===== src/rtl/spi_ss_ctrl.sv =====
// Slave-select / transfer-window timing for the APB-SPI master.
// Build option: define SPI_SS_ABORT_EN to abort a window when enable drops.
module spi_ss_ctrl #(
    parameter int DATA_BITS = 8,
    parameter int CNT_W     = 16
) (
    input  logic        PCLK,
    input  logic        PRESET_n,
    input  logic        mstr_i,
    input  logic        spiswai_i,
    input  logic [1:0]  spi_mode_i,
    input  logic        send_data_i,
    input  logic [11:0] BaudRateDivisor_i,
    output logic        ss_o,
    output logic        tip_o,
    output logic        receive_data_o
);

    typedef enum logic {
        IDLE = 1'b0,
        BUSY = 1'b1
    } state_t;

    localparam logic [CNT_W-1:0] ONE = {{(CNT_W-1){1'b0}}, 1'b1};

    state_t           state_q, state_n;
    logic [CNT_W-1:0] cnt_q, cnt_n;
    logic [CNT_W-1:0] tgt_q, tgt_n;
    logic             ss_q, ss_n;
    logic             tip_q, tip_n;
    logic             rx_q, rx_n;

    logic             enable;
    logic [11:0]      div_w;
    logic [CNT_W-1:0] target_w;

    assign enable = mstr_i &
                    ((spi_mode_i == 2'b00) |
                     ((spi_mode_i == 2'b01) & ~spiswai_i));

    // Divisors below 2 cannot form an SCLK period, so clamp to 2.
    assign div_w    = (BaudRateDivisor_i < 12'd2) ? 12'd2 : BaudRateDivisor_i;
    assign target_w = CNT_W'(DATA_BITS) * {{(CNT_W-12){1'b0}}, div_w};

    always_ff @(posedge PCLK) begin
        if (!PRESET_n) begin
            state_q <= IDLE;
            cnt_q   <= '0;
            tgt_q   <= '0;
            ss_q    <= 1'b1;
            tip_q   <= 1'b0;
            rx_q    <= 1'b0;
        end else begin
            state_q <= state_n;
            cnt_q   <= cnt_n;
            tgt_q   <= tgt_n;
            ss_q    <= ss_n;
            tip_q   <= tip_n;
            rx_q    <= rx_n;
        end
    end

    always_comb begin
        state_n = state_q;
        cnt_n   = cnt_q;
        tgt_n   = tgt_q;
        ss_n    = ss_q;
        tip_n   = tip_q;
        rx_n    = 1'b0;
        unique case (state_q)
            IDLE: begin
                if (enable && send_data_i) begin
                    state_n = BUSY;
                    cnt_n   = '0;
                    tgt_n   = target_w;
                    ss_n    = 1'b0;
                    tip_n   = 1'b1;
                end
            end
            BUSY: begin
`ifdef SPI_SS_ABORT_EN
                if (!enable) begin
                    state_n = IDLE;
                    cnt_n   = '0;
                    ss_n    = 1'b1;
                    tip_n   = 1'b0;
                end else
`endif
                if (cnt_q == tgt_q - ONE) begin
                    state_n = IDLE;
                    cnt_n   = '0;
                    ss_n    = 1'b1;
                    tip_n   = 1'b0;
                    rx_n    = 1'b1;
                end else begin
                    cnt_n = cnt_q + ONE;
                end
            end
            default: begin
                state_n = IDLE;
            end
        endcase
    end

    assign ss_o           = ss_q;
    assign tip_o          = tip_q;
    assign receive_data_o = rx_q;

endmodule


===== config.mk =====
export PLATFORM = sky130hd
export DESIGN_NAME = spi_ss_ctrl
export DESIGN_NICKNAME = d
export VERILOG_FILES = /design/src/rtl/spi_ss_ctrl.sv
export SDC_FILE = /design/constraint.sdc
export NUM_CORES = 1
export LEC_CHECK = 0
export ABC_CLOCK_PERIOD_IN_PS = 3800
export CAP_MARGIN = 20
export CORE_ASPECT_RATIO = 0.6
export CORE_MARGIN = 2
export CORE_UTILIZATION = 41
export CTS_CLUSTER_DIAMETER = 40
export DETAILED_ROUTE_END_ITERATION = 16
export GPL_TIMING_DRIVEN = 0
export SLEW_MARGIN = 30
export SYNTH_ARGS = -nofsm -noshare
export SYNTH_HDL_FRONTEND = slang
export SYNTH_SLANG_ARGS = --single-unit
export TNS_END_PERCENT = 5

===== constraint.sdc =====
create_clock -name PCLK -period 3.8 [get_ports PCLK]
set_clock_uncertainty 0.2 [all_clocks]
set_input_delay 0.57 -clock PCLK [delete_from_list [all_inputs] [get_ports PCLK]]
set_output_delay 0.57 -clock PCLK [all_outputs]
set_load 0.05 [all_outputs]

==> flow_metrics.tcl <==
set metrics [dict create \
    status "completed" \
    timing.setup.tns_ns 0 \
    slew_headroom_pct 54.6 \
    place.gp.congestion 0.795 \
    hold_buffers 0 \
    seq_power_share_pct 47.1 \
    vdd_drop_max_mv 0.170 \
    cp_num_buf_inv 2 \
    cts_buffers 5 \
    synth_top_area_cell "dfxtp_1" \
    drt_first_iter_violations 120 \
    synth_top_flop_cell "dfxtp_1" \
    fp.dieW_um 91.0 \
    multi_input_area_mm2 0.00114 \
    die-area_mm2 0.00512 \
    r2r-start "tgt_q[3]" \
    rows 18 \
    synth_seq_area_share_pct 34.4 \
    p_leak_uw 0.000825 \
    cpPeakStageDelay_ns 0.59 \
    power_density_mw_per_mm2 339 \
    maxSlewViolCount 0 \
    antenna_left 0 \
    drive_gt1_share_pct 7.31 \
    synth_area_leaders "dfxtp_1 (34%), nand2_1 (6.4%), a21oi_1 (5.4%)" \
    drc 0 \
    yosysWarnings 0 \
    switching_power_uw 215 \
    dp_hpwl_mm 3.42 \
    clock_latency_ns 0.28 \
    finalHoldViolations 0 \
    netlist_instances 232 \
    routedWlPerCell_um 13.8 \
    cp_slowest_cell "nor3b_1" \
    n_fill_cell 423 \
    rrSetupSlack_ns 0.64 \
    area_growth_pct 19.5 \
    path_class "flop to flop" \
    synth_area_mm2 0.00186 \
    r2r_cells 10 \
    stdcell_area_mm2 0.00223 \
    end_kind "flop" \
    p_int_uw 540 \
    arrival_ns 3.13 \
    rsz0062_at_grt "false" \
    p_comb_share_pct 20.8 \
    avgSynthCellArea_um2 8.03 \
    cp.depth 10 \
    path_clk_slew_ns 0.06 \
    synth_edf_count 0 \
    cts_root_buf "clkbuf_8" \
    register_area_um2 641 \
    ctsHtreeMaxLevel 2 \
    clockPowerShare_pct 32.1 \
    io_buffers 21 \
    fmax_mhz 317 \
    cap_violations 0 \
    die_h_um 56.2 \
    crit_chain "inv_1 -> ha_1 -> nor3b_1 -> a21oi_1 -> a211o_1 -> a31oi_1 -> nor4_1 -> and2_1 -> buf_2 -> a221o_1" \
    cp_max_fo 8 \
    n_antenna_cell 0 \
    synth.top_cell.area_share_pct 34.4 \
    grt_max_degree 11 \
    grt-ovfl-total 0 \
    finalCritPeriodShare_pct 83.1 \
    wl_mm 4.43 \
    grt_usage_pct 18.8 \
    io_pins 22 \
    worst_slew_pin_slew_ns 0.679 \
    first_pass_iters 4 \
    cts_tree "built" \
    startpoint_type "flop" \
    grt_pass1_vias 1537 \
    async_flop_share_pct 0 \
    setup.worst_path.end "ss_o" \
    layout.nets 281 \
    ys_types 48 \
    ctsResizeCount 0 \
    num_vias 1711 \
    placed_area_mm2 0.00215 \
    place_ws_ns 0.729 \
    ys_seq_elements 32 \
    coreArea_mm2 0.00423 \
    layout_min_cycle_time_ns 3.16 \
    critPathLaunch "tgt_q[3]" \
    grt_pass1_wl_mm 7.65 \
    vias_per_cell 5.35 \
    switching_share_pct 28.5 \
    critPathTopFamily "compound AO/OA/AOI/OAI gates" \
    initial_utilization_pct 44.0 \
    clockBufferDepth 2 \
    syn_nets 253 \
    required_ns 3.77 \
    cts.sinks 32 \
    hold_path_class "flop to flop" \
    setup_violations 0 \
    fin_ws_ns 0.642 \
    antenna_found_initial 0 \
    worst_r2r_endpoint "ss_o" \
    post-cts-setup-buffers 0 \
]
[synthesized netlist by cell type, types with 2 or more instances]
cell / number
dfxtp_1: 32
or4_1: 2
a211oi_1: 6
inv_1: 6
nand3_1: 11
or3_1: 2
nor4_1: 5
and2_1: 4
a21oi_1: 20
or2_2: 4
o22ai_1: 3
nand2b_1: 3
xor2_1: 5
a21o_1: 10
and3_1: 7
a31oi_1: 2
nand2_1: 32
nand4_1: 5
o31ai_1: 2
nand3b_1: 3
nor3_1: 2
and4_1: 2
nor3b_1: 4
xnor2_1: 11
ha_1: 2
o21ai_0: 8
nor2_1: 9
clkbuf_1: 10
[flip-flops by register name, indices dropped and copies added, names as in the netlist]
name / cells
receive_data_o: 1
cnt_q: 16
ss_o: 1
tip_o: 1
state_q: 1
tgt_q: 12
[routing by layer]
layer	global-route usage [%]	vias to the layer above	wire length, um
li1	-	902	-
met1	29.6	772	2550
met2	24.1	35	1650
met3	4.74	2	223
met4	6.28	0	10
met5	0	-	0
[worst min path at each step]
stage,from,to,depth (start not counted)
after CTS,cnt_q[15],cnt_q[15],1
after global routing,cnt_q[15],cnt_q[15],1
after floorplan,cnt_q[15],cnt_q[15],1
after global placement,cnt_q[15],cnt_q[15],1
final,cnt_q[15],cnt_q[15],1
after detailed placement,cnt_q[15],cnt_q[15],1
[placed cells by master (no fill, tap or decap), drive strengths merged, types with 4 or more instances in the layout]
cell           Yosys  final
nand2             32     32
dfxtp             32     32
clkdlybuf4s50      0     21
a21oi             20     20
clkbuf            10     16
nand3             11     11
xnor2             11     11
a21o              10     10
nor2               9      9
o21ai              8      8
and3               7      7
inv                6      6
a211oi             6      6
nor4               5      5
xor2               5      5
nand4              5      5
or2                4      4
and2               4      4
nor3b              4      4
[worst register-to-register path, cell delays in order, from the launching register on]
cell	delay, ns
dfxtp_1	0.37
inv_1	0.08
ha_1	0.21
nor3b_1	0.59
a21oi_1	0.18
a211o_1	0.30
a31oi_1	0.35
nor4_1	0.12
and2_1	0.20
buf_2	0.17
a221o_1	0.30
[cell type report]
| type | instances | share of cell area [%] |
|---|---|---|
| flip-flops and latches | 32 | 28.8 |
| inverters | 7 | 1.18 |
| multi-input cells | 180 | 51.2 |
| plain buffers | 13 | 2.59 |
| well taps | 60 | 3.37 |
| clock inverters | 1 | 0.225 |
| repair buffers | 21 | 9.44 |
| clock buffers | 6 | 3.26 |
[power by group through the flow]
stage / combinational [uW] / sequential (uW) / clock [uW]
final: 157 / 356 / 242
after global routing: 174 / 358 / 268
after CTS: 157 / 356 / 251
after detailed placement: 156 / 363 / 0
after global placement: 156 / 363 / 0
after floorplan: 102 / 366 / 0
[logic make-up (layout without fill, tap and decap cells)]
group,count (synthesis),in the layout,synth area share [%]
buf+inv,20,48,4.50
fa+ha+maj,2,2,1.34
xor+xnor,16,16,7.52
compound gates,63,63,23.6
simple gates,98,98,28.0
mux,1,1,0.604
flops,32,32,34.4
[stage by stage]
stage	total power, uW	hold slack, ns	utilization, %	std cells
3_5_place_dp	519	0.239	50.7	313
4_1_cts	763	0.255	52.6	320
2_1_floorplan	469	0.226	-	232
6_report	755	0.252	52.6	320
5_1_grt	800	0.289	52.6	320
3_3_place_gp	519	0.237	50.7	313
No activity file was read; power rests on OpenSTA's default activity.
